[src/rtl/lagrange_interp_sched.sv]
// ============================================================================
// Module   : lagrange_interp_sched
// Brief    : Round-robin scheduler sharing one Lagrange interpolation engine
//            among several requesters; latches a job, launches, collects.
// Revision : 1.0
// ============================================================================
`default_nettype none

`ifndef F_NBITS
`define F_NBITS 32
`endif

module lagrange_interp_sched #(
   parameter int npoints = 3,
   parameter int nreq    = 4
) (
   input  logic                clk,
   input  logic                rstb,
   input  logic [nreq-1:0]     req,
   input  logic [`F_NBITS-1:0] yi_in [nreq-1:0][npoints-1:0],
   output logic [nreq-1:0]     grant,
   output logic [nreq-1:0]     done,
   output logic [`F_NBITS-1:0] coeff_out [npoints-1:0],
   output logic                busy,
   output logic                err,
   output logic                interp_en,
   output logic [`F_NBITS-1:0] interp_yi [npoints-1:0],
   input  logic                interp_ready,
   input  logic                interp_c_wren,
   input  logic [`F_NBITS-1:0] interp_c_data
);

   localparam int c_PTR_W = (nreq > 1) ? $clog2(nreq) : 1;
   localparam int c_CNT_W = $clog2(npoints + 1);
   localparam logic [c_CNT_W-1:0] c_NPTS = c_CNT_W'(npoints);

   typedef enum logic [1:0] {
      ST_IDLE    = 2'd0,
      ST_LAUNCH  = 2'd1,
      ST_COLLECT = 2'd2,
      ST_DONE    = 2'd3
   } state_t;

   state_t               r_state;
   state_t               w_state_nxt;
   logic [c_PTR_W-1:0]   r_ptr;
   logic [c_PTR_W-1:0]   r_win;
   logic [c_CNT_W-1:0]   r_cnt;
   logic                 r_ready_q;

   logic                 w_found;
   logic [c_PTR_W-1:0]   w_win;
   int                   w_idx;
   logic                 w_grant_ld;
   logic                 w_launch;
   logic                 w_capture;
   logic                 w_err_set;
   logic                 w_enter_done;

   // First requester at or after the pointer, wrapping around.
   always_comb begin
      w_found = 1'b0;
      w_win   = '0;
      w_idx   = 0;
      for (int i = 0; i < nreq; i++) begin
         w_idx = int'(r_ptr) + i;
         if (w_idx >= nreq) begin
            w_idx = w_idx - nreq;
         end
         for (int j = 0; j < nreq; j++) begin
            if (!w_found && (j == w_idx) && req[j]) begin
               w_found = 1'b1;
               w_win   = c_PTR_W'(j);
            end
         end
      end
   end

   always_comb begin
      w_state_nxt  = r_state;
      w_grant_ld   = 1'b0;
      w_launch     = 1'b0;
      w_enter_done = 1'b0;
      w_capture    = (r_state == ST_COLLECT) && interp_c_wren && (r_cnt != c_NPTS);
      w_err_set    = interp_c_wren && !w_capture;
      case (r_state)
         ST_IDLE: begin
            if (w_found) begin
               w_state_nxt = ST_LAUNCH;
               w_grant_ld  = 1'b1;
            end
         end
         ST_LAUNCH: begin
            if (interp_ready) begin
               w_state_nxt = ST_COLLECT;
               w_launch    = 1'b1;
            end
         end
         ST_COLLECT: begin
            if ((r_cnt == c_NPTS) && interp_ready) begin
               w_state_nxt  = ST_DONE;
               w_enter_done = 1'b1;
            end else if ((r_cnt != c_NPTS) && interp_ready && !r_ready_q) begin
               // Engine went idle before delivering every coefficient.
               w_state_nxt  = ST_DONE;
               w_enter_done = 1'b1;
               w_err_set    = 1'b1;
            end
         end
         ST_DONE: begin
            w_state_nxt = ST_IDLE;
         end
         default: begin
            w_state_nxt = ST_IDLE;
         end
      endcase
   end

   always_ff @(posedge clk or negedge rstb) begin
      if (!rstb) begin
         r_state   <= ST_IDLE;
         r_ptr     <= '0;
         r_win     <= '0;
         r_cnt     <= '0;
         r_ready_q <= 1'b0;
         grant     <= '0;
         done      <= '0;
         busy      <= 1'b0;
         err       <= 1'b0;
         interp_en <= 1'b0;
         for (int k = 0; k < npoints; k++) begin
            coeff_out[k] <= '0;
            interp_yi[k] <= '0;
         end
      end else begin
         r_state   <= w_state_nxt;
         r_ready_q <= interp_ready;
         busy      <= (w_state_nxt != ST_IDLE);
         interp_en <= w_launch;
         done      <= '0;
         if (w_err_set) begin
            err <= 1'b1;
         end
         if (w_grant_ld) begin
            r_win <= w_win;
            r_cnt <= '0;
            for (int i = 0; i < nreq; i++) begin
               grant[i] <= (w_win == c_PTR_W'(i));
               if (w_win == c_PTR_W'(i)) begin
                  interp_yi <= yi_in[i];
               end
            end
         end
         if (w_capture) begin
            for (int k = 0; k < npoints; k++) begin
               if (r_cnt == c_CNT_W'(k)) begin
                  coeff_out[k] <= interp_c_data;
               end
            end
            r_cnt <= r_cnt + c_CNT_W'(1);
         end
         if (w_enter_done) begin
            done <= grant;
         end
         if (r_state == ST_DONE) begin
            grant <= '0;
            r_ptr <= (r_win == c_PTR_W'(nreq - 1)) ? '0 : r_win + c_PTR_W'(1);
         end
      end
   end

endmodule

`default_nettype wire

[config.mk]
export PLATFORM = sky130hd
export DESIGN_NAME = lagrange_interp_sched
export DESIGN_NICKNAME = d
export VERILOG_FILES = /design/src/rtl/lagrange_interp_sched.sv
export SDC_FILE = /design/constraint.sdc
export NUM_CORES = 1
export LEC_CHECK = 0
export BUFFER_PORTS_ARGS = -buffer_cell sky130_fd_sc_hd__buf_2
export CORE_AREA = 2 2 243 245
export DETAILED_ROUTE_END_ITERATION = 7
export DIE_AREA = 0 0 245 247
export HOLD_SLACK_MARGIN = 0.05
export MAX_ROUTING_LAYER = met4
export PLACE_DENSITY = 0.42
export REMOVE_ABC_BUFFERS = 1
export SLEW_MARGIN = 20
export SYNTH_ARGS = -nofsm -noshare
export SYNTH_HDL_FRONTEND = slang
export SYNTH_SLANG_ARGS = --single-unit
[constraint.sdc]
create_clock -name clk -period 5 [get_ports clk]
set_input_delay 1 -clock clk [delete_from_list [all_inputs] [get_ports clk]]
set_output_delay 1 -clock clk [all_outputs]
set_load 0.02 [all_outputs]
---- After elaboration in Yosys (flattened, before gate mapping) ----
Cells that the tools add are included.
storage, ports and cells
  logic and storage cells ................. 181
  bits in registers ....................... 212
  input port bits ......................... 424
  output and inout bits ................... 203
operators by class
  eq/ne operators ......................... 23
  order comparisons ....................... 4
  multiplexer cells ....................... 60
  add/sub/neg operators ................... 9
  reduce and logical (&&, ||, !) cells .... 69
operators by type and width
  operator             number
  $mux 96              4
  $eq 3x32->1 const A  8
  $eq 2x32->1 const A  4
  $logic_not 32->1     4
  $mux 32              4
  $mux 2               21
  $logic_and 1x1->1    37
  $mux 1               27
  $logic_not 1->1      17
  $eq 2x2->1 const B   7
  $mux 4               3
  $sub 3x3->4 const B  3
  $ge 3x3->1 const B   3
  $pmux 2 s4           1
  $reduce_and 2->1     4
  $add 2x2->3 const B  2
  $eq 2x1->1 const B   3
  $logic_not 2->1      3
  $reduce_bool 2->1    3
  $add 2x1->2 const B  2
  $reduce_bool 4->1    1
  $sub 2x3->4 const B  1
  $add 2x1->3 const B  1
  $ge 2x3->1 const B   1
  $ne 2x2->1 const B   1

---- Longest topological paths before layout ----
Gate-level depths: netlist of the first run.
  depth in word-level cells ............... 70
  depth in mapped cells ................... 10
  mapped depth without buffers ............ 5

---- Least setup slack after synthesis of the first run ----
Ideal clock, no wire load.
  path kind ............................... input -> register
  start ................................... input req[0]
  end ..................................... register interp_yi[31] in the netlist's numbering
  setup time .............................. 0.126 ns
  path slack .............................. 2.452 ns
  stages .................................. 8
  required time ........................... 4.874 ns
  arrival ................................. 2.422 ns
  buffers on the path ..................... 4
  cell sequence ........................... buf_2 > nor4_2 > nand2b_1 > buf_2 > nor3_1 > buf_2 > buf_2 > a221o_1
between the ends
  longest elaborated chain between the ends .. 66
  elaborated cells between the ends (all ways) .. 88
  those cells by class .................... eq/ne (3); mux (36); reduce/logical (49)
RTL lines
  what                             line  text
  start: declaration               19    input logic [nreq-1:0] req,
  $logic_and 1x1->1                71    if (!w_found && (j == w_idx) && req[j]) begin
  $mux 1                           71
  $logic_not 1->1                  71
  $logic_and 1x1->1 (2 in series)  71
  $mux 1                           71
  $logic_not 1->1                  71
  $logic_and 1x1->1 (2 in series)  71
  $mux 1                           71
  [... 44 more ...]                --
  $logic_not 1->1                  71
  $logic_and 1x1->1 (2 in series)  71
  $mux 1                           71
  $logic_not 1->1                  71
  $logic_and 1x1->1 (2 in series)  71
  $mux 2                           71
  $eq 2x1->1                       149   if (w_win == c_PTR_W'(i)) begin
  $mux 96 (3 in series)            149
  end signal: assignment           150   interp_yi <= yi_in[i];
  end: declaration                 27    output logic [`F_NBITS-1:0] interp_yi [npoints-1:0],
Several ways; a longest one is shown, not always the timed one.
A chain may end at the register's enable or synchronous reset.

---- Final worst setup path of the first run ----
  start ................................... input req[0]
  end ..................................... register interp_yi[6] in the netlist's numbering
The elaborated chain is that of the path after synthesis.

==> impl.org, run 1 <==
** Synthesis
- By area the synthesized netlist is led by dfrtp_1 (50%), mux2_2 (10%), a21oi_1 (5.6%), a21boi_0 (4.1%), and3_1 (4.1%).
- Syn. warnings :: 0
- Counting flops with a built-in enable in the synthesized netlist gives 0.
- After Yosys synthesis, and, or, nand and nor cells account for a little under a tenth of the synthesized area.
- Xor and xnor area share after synthesis :: 0%
- Post-synth ARST share :: 100.0%
- Share of synthesized area occupied by flip-flops and latches :: 49.58%
- Post-synth top area share :: between 40% and 50%
- Cell area after synthesis :: 0.01070 mm^2
- Post-synthesis sequential element count :: 212
- Each instance of the synthesized netlist takes up on average between 10 and 15 um^2.
- Synthesized-area fraction occupied by adder cells :: less than 1%
- In the synthesized netlist, mux cells make up 10.21% of the area.
- The largest total area in the synthesized netlist belongs to dfrtp_1.
- Largest family of logic cells by synthesized area :: compound AO/OA/AOI/OAI gates
- The most used flip-flop cell after synthesis is dfrtp_1.
- Share of the synthesized area in compound gates (AO/OA/AOI/OAI) :: around 26%
- In this run, distinct cell masters in the synthesized netlist total 40.
- Post-Syn Instances :: 1042

** Drt
- For this block, the initial DRC count from the detailed router was 515.
- Using the TritonRoute via totals, the vias-per-cell ratio works out to 4.613.
- The first detailed-routing pass took 4 iterations.
- Vias after detailed routing :: 11213
- Once detail routing completed, the nets flagged for antenna violations numbered 0.
- Detailed-route wire length per cell :: 21.82 um
- Final WL :: 53050 um
- In the routed design, unresolved DRC markers number 0.

** Final layout
- Compared with the post-synthesis result, the final layout area differs by 46.71%.
- For this run, the number of standard cells in the final layout without fillers is 2431.
- Most common cell after layout, fill and taps aside :: buf_2
- Layout fillers :: 6277
- Layout cells sized above 1 :: around 50%
- Fin nets :: 2044
- Final core occ :: 26.96%
- Most frequent cells in the layout :: buf_2 (625), dfrtp_1 (212), a21oi_1 (118)

** Power and ir drop
- LEAKAGE :: around 0.0077 uW
- Max VDD drop :: between 300 and 400 uV
- Power spread over the standard cell area amounts to 635.5 mW/mm^2.

** Global route
- The via count of the first global-routing pass came to 11249.
- The first global-routing pass estimated 74560 um of wire.
- Pin count of the biggest net entering global routing :: 155
- The number of antenna violations at the first check in global routing came to 34.
- Total GRT Usage :: 16.89%
- For this run the aggregate overflow at the end of global routing stands at 0.

** Floorplanning
- The floorplan step defined a core boundary enclosing 0.05824 mm^2.
- Measured along the y axis, the die boundary spans 247 um.
- Initial core utilization :: a little under a fifth
- Top-level port count :: 627
- The initialized floorplan defines a little under 90 standard-cell rows.
- Width of the chip :: ~250 um
- Area enclosed by the die boundary :: 0.06052 mm^2

** STA
- Clock Skews :: 0.01373 ns
- For this run, the top clock speed supported by timing is 0.3236 GHz.
- Setup violations remaining at the end of the flow were counted as 0.
- Unrepaired setup endpoints after global routing :: no
- Tmin final :: 3.091 ns
- Slew at the pin with the worst max-slew slack :: 1.033 ns
- Final hold vios :: 0
- The max-slew violation count came to 0.
- Headroom to the max-slew limit came out at 31.13%.
- Final clock period utilization by the worst path :: 61.81%

** Worst setup path
- The slowest stage of the critical path is the or3_2 cell.
- R2R Path Start :: r_ptr[1]$_DFFE_PN0P_
- Delay contributed by the slowest stage of the critical path :: 0.63 ns
- Endpoint of the most critical register-to-register path :: interp_yi[71]$_DFFE_PN0P_
- In this run the worst setup path terminates at interp_yi[6]$_DFFE_PN0P_.
- On the critical path the largest part of the delay comes from simple AND/OR/NAND/NOR gates.
- Combined buffer and inverter count along the critical path :: 2
- Category of the worst setup path capture point :: register
- Crit path from :: req[0]
- The critical path is of the in -> reg type.
- Traced cell by cell, the critical path runs through buf_2, nor4_2, nand2b_2, or3_2, buf_12, o22ai_1, a21oi_1.
- Worst setup SP type :: input pin
- Along the worst path, the maximum fanout reaches 38.
- Required time worst endpoint :: 5.49 ns
- Number of gates on the worst path with buffers counted :: 7
- The number of cells on the worst reg-to-reg path is 5.
- R2R Setup Slk :: 2.30 ns
- STA puts the critical path data arrival time at 3.58 ns.

** Hold path
- Min-delay src :: err$_DFFE_PN0P_
- The worst hold path belongs to the class reg -> reg.

** Clocking
- Clock sink count :: 212
- Clock network latency to the later pin of the worst-skew pair :: 0.57 ns
- After clock tree synthesis, the clock-pin slew on the worst setup and hold paths is ~0.06 ns.
- Number of hold buffers added after CTS :: 0
- TritonCTS clock tree :: yes
- Total clock buffers created by CTS :: 27
- Maximum buffer depth of the clock tree :: 3
- CTS Root Buffer Type :: clkbuf_16
- In this run, post-CTS repair resized a total of 0 instances.
- H-tree depth :: 1
- Number of buffers inserted by post-CTS setup repair :: 0

** Placed design
- HPWL after detailed placement :: 39150 um
- Number of port buffers :: 626
- RePlAce Congestion :: 0.8214
- Once placement completed, the tool counted placed cells totaling 2359.

** Run status
- The flow ran to the end, and the final reports show no timing, DRC or antenna violations.

** Job
- Max capacitance violation total :: 0
## power breakdown
| part | internal, uW | switching, uW | leakage, uW |
|---|---|---|---|
| Sequential | 2520 | 461 | 0.00261 |
| Clock | 1260 | 821 | 0.000468 |
| Combinational | 1770 | 3140 | 0.00461 |
| Total | 5550 | 4420 | 0.00768 |
## worst reg2reg max path: stages, from the launching register on
cell and delay (ns):
dfrtp_1 0.55, nand2b_1 0.31, o211ai_1 0.34, nand2_4 0.56, a311oi_1 0.69, a221o_1 0.17
## routing by layer
metal	vias up	wire length, um	global-route usage (%)
met5	-	0	-
met4	0	1400	5.577
met3	75	4386	4.634
met2	512	26310	28.45
met1	5495	20950	19.40
li1	5131	-	-
## cell type report
class                           instances  area [um^2]  area share, %
Tap cell                              773        967.2          6.161
Multi-Input combinational cell        717         4992          31.80
Antenna cell                           23        57.56         0.3666
Clock inverter                         13        163.9          1.044
Timing Repair Buffer                  651         3401          21.66
Inverter                                6        22.52         0.1435
Sequential cell                       212         5305          33.79
Clock buffer                           36        789.5          5.029
## flip-flops by register name, summed over array words and instances (netlist names)
name / count
r_ready_q: 1
r_state: 2
interp_en: 1
err: 1
done: 4
interp_yi: 96
coeff_out: 96
r_cnt: 2
busy: 1
grant: 4
r_win: 2
r_ptr: 2
## logic make-up after synthesis
| family | after synthesis |
|---|---|
| simple gates | 182 |
| compound gates | 433 |
| mux | 97 |
| buf+inv | 113 |
| fa+ha+maj | 5 |
| flops | 212 |
## cells in the mapped netlist, drive strengths merged, types with 2 or more instances
library cell,count
dfrtp,212
clkbuf,60
o21ai,98
nor2b,2
buf,47
nand3,32
and2,6
o31ai,13
a221o,27
ha,5
a21boi,59
nand2b,7
a211oi,11
o22ai,59
and3,70
nor3,31
a21oi,119
mux2,97
a311oi,27
nand2,15
nor2,16
a22oi,12
inv,6
## how the worst min path moves through the flow
stage,to,slack [ns],depth (start not counted)
after detailed placement,err$_DFFE_PN0P_,0.46,1
after global routing,coeff_out[92]$_DFFE_PN0P_,0.50,1
final,err$_DFFE_PN0P_,0.47,1
after global placement,err$_DFFE_PN0P_,0.46,1
after floorplan,r_win[1]$_DFFE_PN0P_,0.45,2
after CTS,err$_DFFE_PN0P_,0.48,1
## through the flow
stage | setup WS [ns] | hold slack [ns] | TNS, ns | total power (uW) | instance area, um^2
floorplan | -2.090 | 0.4511 | -124.99 | 5848 | 10230
global placement | 1.393 | 0.4571 | 0 | 7898 | 14660
detailed placement | 1.310 | 0.4635 | 0 | 7983 | 14690
CTS | 1.936 | 0.4793 | 0 | 10130 | 15640
global route | 1.731 | 0.5036 | 0 | 10610 | 15700
finish | 1.909 | 0.4748 | 0 | 9976 | 15700
No activity file was read; power rests on OpenSTA's default activity.
==> run 2, diff against run 1 <==
Settings changed: ABC_AREA from default to 1, PLACE_DENSITY 0.42 to 0.47.
Clock period 5 ns to 2.6 ns, I/O delays scaled along.
==> run 2 against run 1 <==
Against the previous run: the run now ends with negative setup slack left; clock power rose by 81%; register-to-register slack worse by 2.4 ns; final area is 21% higher; core utilization rose by 5.6 points; clock skew is 0.0024 ns lower; die area did not move; sequential share of layout area down 5.8 points; cell count increased by 35%; global-route usage grew 1.1 points; combinational power rose to 4.5 times the previous value; critical endpoint is now interp_yi[70]$_DFFE_PN0P_; largest cell class is now multi-input combinational cells.
==> impl.org, run 2 <==
** Synthesis
- The share of synthesized area in the top cell type comes to 42.22%.
- In the synthesized netlist the async set-or-reset flop fraction comes to 100.0%.
- Share of synthesized area occupied by flip-flops and latches :: 42.22%
- List of most frequent post-synthesis cells :: nand2_1 (552), inv_1 (314), o21ai_0 (224)
- In this run the mean area of a mapped cell was 6.911 um^2.
- Yosys printed 0 warnings.
- Synthesis produced 1818 cells.
- The synthesized netlist occupies a cell area of 0.01256 mm^2.
- Largest cells by area after synthesis :: dfrtp_1 (42%), nand2_1 (16%), inv_1 (9.4%), o21ai_0 (8.9%), nand4_1 (5.0%)
- Number of enable-type register cells in the synthesized netlist :: 0
- The number of different library cells used by synthesis comes to 32.
- In this run, synthesis produced a sequential element count of around 210.
- Cell type with the largest total area after synthesis :: dfrtp_1
- Most common cell in the netlist :: nand2_1
- Predominant post-synthesis flop cell :: dfrtp_1

** STA
- Final hold vios :: 0
- Setup violations remaining at the end of the flow were counted as 11.
- The worst path uses 102.0% of the clock period.
- Remaining max-slew budget at the tightest pin :: 60.21%
- Setup repair after global routing could not meet its margin everywhere.
- Clock Skews :: 0.01129 ns
- For the pin with the worst max-slew slack, the measured transition is approximately 0.6 ns.
- Once routing completed, OpenROAD measured the worst setup slack at -0.05205 ns.
- The max-slew violation count came to 0.
- Static timing analysis puts the maximum clock frequency at 0.3771 GHz.
- Fin Hold WS :: 0.1290 ns
- Tmin final :: 2.652 ns

** Worst setup path
- Biggest fanout along the worst timing path :: 18
- The critical path is of the reg -> reg type.
- R2R Path Start :: r_ptr[1]$_DFFE_PN0P_
- STA classifies the critical path startpoint as a register.
- STA puts the critical path data required time at 3.04 ns.
- For the worst setup path, the data arrival time is approximately 3.1 ns.
- Category of the worst setup path capture point :: register
- Crit path from :: r_ptr[1]$_DFFE_PN0P_
- The most critical setup path has its endpoint at interp_yi[70]$_DFFE_PN0P_.
- The endpoint identified for the worst register-to-register timing path is interp_yi[70]$_DFFE_PN0P_.
- The number of cells on the worst reg-to-reg path is 19.
- The worst register-to-register path has a setup slack of -0.05 ns.

** Clocking
- The tree built by TritonCTS fans out to around 210 sinks.
- In this run, CTS created clock tree buffers numbering 27.
- TritonCTS built the clock tree.
- At the later pin of the worst-skew pair, clock insertion delay measures 0.55 ns.
- Worst-path clk slew :: 0.06 ns
- Maximum buffer depth of the clock tree :: 3
- CTS Root Buffer Type :: clkbuf_16
- In this run the number of H-tree levels came out at 1.

** Final layout
- Fin nets :: 2895
- In the final layout, the registers with the most flip-flops are coeff_out x96, interp_yi x96.
- Most common cell after layout, fill and taps aside :: buf_2
- Final Non-Filler Cells :: 3277
- Most frequent cells in the layout :: buf_2 (625), nand2_1 (536), inv_1 (313)
- Layout fillers :: 6372
- For this run, the share of the core covered by cells in the final layout is 32.58%.
- Area growth from synthesis to final layout :: 51.01%
- Layout cells sized above 1 :: 36.17%

** Placed design
- Number of cells in the design after placement :: 3170
- Number of port buffers :: ~630
- The wire-length estimate of the detail-placed layout is 42770 um.
- The congestion estimate from routability-driven global placement came to between 0.9 and 1.

** Drt
- Detailed-route wire length per cell :: 18.65 um
- For this block, the via count after detailed routing is 14677.
- Post-route ant nets :: 0
- Post-route DRC violation count :: 0
- In this run, the number of DRC markers left after iteration 0 of detailed routing was 873.
- First-pass iteration count of the detailed router :: 5
- In the routed layout, each cell is associated on average with a via count of 4.479.
- Final WL :: 61100 um

** Power and ir drop
- LEAKAGE :: about 0.011 uW
- Max VDD drop :: 1220 uV
- For this design the ratio of total power to cell area is 1670 mW/mm^2.

** Job
- Across the run, the number of max-cap violations was 0.

** Run status
- Result of the run :: finished, violations left
- Violated checks :: negative setup slack

** Floorplanning
- Measured along the x axis, the die boundary spans roughly 250 um.
- Number of rows in the core area :: 89
- Core region area :: 0.05824 mm^2
- Top-level port count :: between 600 and 700
- The die is 247 um tall.
- Initial core utilization :: 21.57%
- Area enclosed by the die boundary :: 0.06052 mm^2

** Global route
- The number of antenna violations at the first check in global routing was 23.
- In the global route stage, overall resource usage came out at 17.98%.
- Global routing finished with a remaining overflow of 0.
- The via count of the first global-routing pass is ~14000.
- The first global-routing pass estimated 81480 um of wire.
- Entering global routing, the biggest net connects 70 pins.

** Hold path
- Hold/Removal Path Class :: in -> reg
[run 2: cell count changes in the layout (fill, tap and decap cells not counted), sizes merged, moves of 88 or more]
cell / before / now
nand2: 15 / 557
inv: 9 / 317
o21ai: 98 / 266
nand3: 32 / 137
nand4: 0 / 103
mux2: 97 / 0
a21oi: 119 / 31
[run 2: worst min-delay path by stage]
stage                   startpoint  depth (start not counted)  slack [ns]                   to
4_1_cts               interp_ready                          1        0.09  r_ready_q$_DFF_PN0_
3_3_place_gp   r_ready_q$_DFF_PN0_                          1        0.44      err$_DFFE_PN0P_
5_1_grt               interp_ready                          1        0.11  r_ready_q$_DFF_PN0_
2_1_floorplan                 rstb                          0        0.22       busy$_DFF_PN0_
6_report              interp_ready                          1        0.13  r_ready_q$_DFF_PN0_
3_5_place_dp   r_ready_q$_DFF_PN0_                          1        0.46      err$_DFFE_PN0P_
[run 2: what timing repair did]
action,4_1_cts,5_1_grt
setup buffers,3,16
hold endpoints to repair,63,0
pin swaps,2,9
resized for setup,18,122
gates cloned,1,20
setup endpoints to repair,91,101
hold buffers,1,0
[run 2: worst max-delay path, stage by stage, from the launching register on]
cell and delay, ns:
dfrtp_2 0.45, inv_2 0.10, nand2_2 0.07, nand3_2 0.08, nand2_2 0.05, nor2_2 0.09, nand4_1 0.11, nor2_2 0.18
nand4_2 0.12, nor2_4 0.15, nand2_2 0.08, nand2_4 0.13, buf_6 0.12, nand3_4 0.11, buf_12 0.18, buf_12 0.16
nand2_1 0.07, nand3_1 0.10, nand2_1 0.10, a21oi_1 0.06
[run 2: cell type report]
cell class | instances | area, um^2 | share of cell area [%]
diodes | 21 | 52.55 | 0.2770
clock buffers | 34 | 752.0 | 3.963
clock inverters | 12 | 127.6 | 0.6726
inverters | 318 | 1204 | 6.344
multi-input cells | 1163 | 5727 | 30.18
flip-flops and latches | 212 | 5308 | 27.97
well taps | 773 | 967.2 | 5.098
repair buffers | 744 | 4836 | 25.49
[run 2: stage by stage]
stage	power [uW]	setup slack (ns)	TNS (ns)	cell area [um^2]
2_1_floorplan	15740	-3.416	-305.32	11970
3_3_place_gp	24340	-0.2100	-4.261	17080
3_5_place_dp	24500	-0.2810	-10.47	17080
4_1_cts	28660	-0.009511	-0.02550	18030
5_1_grt	34170	-0.2297	-16.01	18960
6_report	31690	-0.05205	-0.2217	18970
[run 2: power by group]
| group | internal, uW | switching [uW] | total (uW) |
|---|---|---|---|
| Sequential | 4790 | 821 | 5610 |
| Combinational | 8560 | 13700 | 22300 |
| Clock | 2230 | 1550 | 3780 |
[run 2: per-layer routing]
layer  GRT usage [%]  vias up  wire, um
li1                -     7052         -
met1           21.65     6848     24210
met2           28.79      666     29560
met3           4.558      111      5260
met4           7.102        0      2070
met5               -        -         0
[run 2: logic make-up (layout without fill, tap and decap cells)]
family                   after synthesis  in the layout  share of synthesized area [%]
adder cells (fa/ha/maj)                5              5                         0.4979
AO/OA/AOI/OAI                        301            301                          12.67
buffers and inverters                444           1108                          14.23
AND/OR/NAND/NOR                      856            857                          30.38
flip-flops                           212            212                          42.22
other                                  0             21                              0
==> run 3, diff against run 2 <==
Settings changed: CORE_AREA 2 2 243 245 to 2 2 241 243, DIE_AREA 0 0 245 247 to 0 0 243 245, PLACE_DENSITY 0.47 to 0.46.
Clock period 2.6 ns to 3.4 ns, I/O delays scaled along.
==> run 3 against run 2 <==
Against the previous run: the run now ends clean; setup slack gained 0.35 ns; global-route usage grew 0.71 points; via count shrank 2.9%; register-to-register slack gained 0.35 ns; critical path depth shrank 4; cell count shrank 2.4%.
==> impl.org, run 3 (synthesized netlist as in run 2, its figures left out) <==
** Clocking
- CTS Root Buffer Type :: clkbuf_16
- Number of hold buffers added after CTS :: 0
- Total clock buffers created by CTS :: 29
- The clock reaches the later pin of the worst-skew pair after 0.57 ns.
- Clock sink count :: 212
- Post-cts gate resize count :: 0
- Counting along the longest clock path gives a buffer depth of 3.
- After clock tree synthesis, the clock-pin slew on the worst setup and hold paths is 0.06 ns.
- Once the clock tree was built, the setup fixing pass inserted 0 buffers.
- TritonCTS built the clock tree.
- H-tree depth :: 1

** Worst setup path
- The largest single stage delay on the critical path is 0.54 ns.
- In this run the worst path has a maximum fanout of 50.
- R2R Path Start :: r_ptr[0]$_DFFE_PN0P_
- Grouping stages by cell kind, the critical path spends the most delay in simple AND/OR/NAND/NOR gates.
- The number of buffers and inverters on the critical path is 1.
- The worst setup path is launched from a register.
- Setup slack on the worst reg-to-reg path comes out at 0.30 ns.
- Capture point of the worst path :: interp_yi[44]$_DFFE_PN0P_
- Endpoint of the most critical register-to-register path :: interp_yi[44]$_DFFE_PN0P_
- Required time worst endpoint :: 3.89 ns
- Critical-path cell list :: nand2_1, nand3_2, nand2_2, nor2_2, nand4_1, nor2_2, nand4_2, nor2_4, nand4_4, nand2_4, buf_4, o21ai_0, nand2_1, nand2_1, nand2_1
- Cell with the most instances on the worst path :: nand2_1
- Worst Reg-to-Reg Cells :: 15
- Number of gates on the worst path with buffers counted :: 15
- Category of the worst setup path capture point :: register
- Critical path type :: reg -> reg
- Tracing the worst setup path back leads to its startpoint at r_ptr[0]$_DFFE_PN0P_.
- Library cell contributing the largest single delay on the critical path :: dfrtp_1
- Arrival time worst endpoint :: 3.59 ns

** Global route
- Pin count of the biggest net entering global routing :: 97
- Global routing consumed, over all layers together, 18.68% of the routing resources.
- Global routing consumed, on the met1 layer, about 22% of the routing resources.
- Layer carrying the most global-route usage :: met2
- Grt met3 use :: ~4.6%
- Global routing consumed, on the met2 layer, 32.12% of the routing resources.
- Total congestion overflow :: 0
- The number of antenna violations at the first check in global routing is 22.
- The via count of the first global-routing pass is 13972.
- First-pass GRT wire length :: 84010 um

** Drt
- Post-route DRC violation count :: 0
- Detailed-route wire length per cell :: 17.78 um
- Once detail routing completed, the nets flagged for antenna violations numbered 0.
- Via density per instance :: between 4 and 5
- Summing over every cut layer, the via total after detailed routing is between 10000 and 15000.
- Initial detailed-routing violation count :: ~680
- First-pass iteration count of the detailed router :: 5
- The final layout contains routed wiring with a total length of 56830 um.

** Power and ir drop
- Power per standard cell area :: 1189 mW/mm^2
- The analysis attributes to cell leakage a power of 0.01041 uW.
- Max VDD drop :: 952.0 uV

** Floorplanning
- The initialized floorplan defines 88 standard-cell rows.
- Initial core utilization :: around 22%
- After floorplanning, the core was sized to cover approximately 0.057 mm^2.
- The die covers between 0.05 and 0.06 mm^2.
- In this run the count of I/O pins placed on the die edge is 627.
- Measured along the x axis, the die boundary spans 243 um.
- The die is 245 um tall.

** Final layout
- After the last flow step, the layout net total stands at 2821.
- Most frequent cells in the layout :: buf_2 (625), nand2_1 (547), inv_1 (313)
- Area growth from synthesis to final layout :: 41.28%
- Layout fillers :: roughly 6400
- Top Registers :: coeff_out x96, interp_yi x96
- The library cell used most frequently in the layout, excluding fill and tap cells, is buf_2.
- Of the cells placed in the final design, the portion with a size suffix greater than 1 is 32.46%.
- Final core occ :: 31.12%

** STA
- The worst path needs between 3 and 4 ns of the cycle, external delays included.
- The worst path meets setup with 0.2959 ns of slack.
- Fmax :: 0.3222 GHz
- Remaining max-slew budget at the tightest pin :: 46.03%
- Clock skew on the completed layout was measured at slightly above 0.03 ns.
- For the pin with the worst max-slew slack, the measured transition is 0.8095 ns.
- Unrepaired setup endpoints after global routing :: no
- The max-slew violation count is 0.
- Of the available clock period, the critical path in the final layout requires 91.30%.
- Final hold vios :: 0
- Setup violations remaining at the end of the flow were counted as 0.

** Placed design
- RePlAce Congestion :: approximately 0.92
- Setup slack after placement :: 0.1048 ns
- HPWL after detailed placement :: 41950 um
- Number of port buffers :: ~630

** Run status
- Result of the run :: completed

** Job
- The tool flagged a number of max-cap violations equal to 0.

** Hold path
- Hold/Removal Path Class :: in -> async
run 3: power breakdown:
group          total [uW]  leakage [uW]  internal (uW)  switching, uW
Sequential           4280       0.00265           3660            621
Clock                3420      0.000522           2160           1260
Combinational       13400       0.00724           4290           9100
run 3: layer usage:
metal  part of all wire, %  vias up
met5                     0        -
met4                   1.9        0
met3                   8.1       77
met2                    49      600
met1                    41     6678
li1                      -     6895
run 3: per-stage QoR:
| step | hold slack (ns) | instances | instance area, um^2 | power (uW) | TNS, ns |
|---|---|---|---|---|---|
| 2_1_floorplan | 0.3844 | 1692 | 11970 | 12270 | -238.61 |
| 3_3_place_gp | 0.4546 | 3126 | 16640 | 17780 | 0 |
| 3_5_place_dp | 0.4596 | 3126 | 16640 | 17940 | 0 |
| 4_1_cts | 0.1663 | 3180 | 17710 | 21490 | 0 |
| 5_1_grt | 0.1942 | 3193 | 17740 | 23010 | 0 |
| 6_report | 0.1514 | 3197 | 17750 | 21100 | 0 |
run 3: how the worst min path moves through the flow:
stage                                    startpoint                        end  slack [ns]
final                                          rstb   coeff_out[1]$_DFFE_PN0P_        0.15
after detailed placement  interp_yi[54]$_DFFE_PN0P_  interp_yi[54]$_DFFE_PN0P_        0.46
after floorplan                                rstb             busy$_DFF_PN0_        0.38
after CTS                                      rstb  coeff_out[14]$_DFFE_PN0P_        0.17
after global routing                           rstb  coeff_out[42]$_DFFE_PN0P_        0.19
after global placement          r_ready_q$_DFF_PN0_            err$_DFFE_PN0P_        0.45
run 3: cell type report:
type	count	area [um^2]	area share [%]
inverters	318	1199	6.753
diodes	17	42.54	0.2397
well taps	765	957.2	5.392
clock buffers	34	774.5	4.363
multi-input cells	1162	5509	31.04
clock inverters	20	297.8	1.678
repair buffers	669	3666	20.65
flip-flops and latches	212	5305	29.89
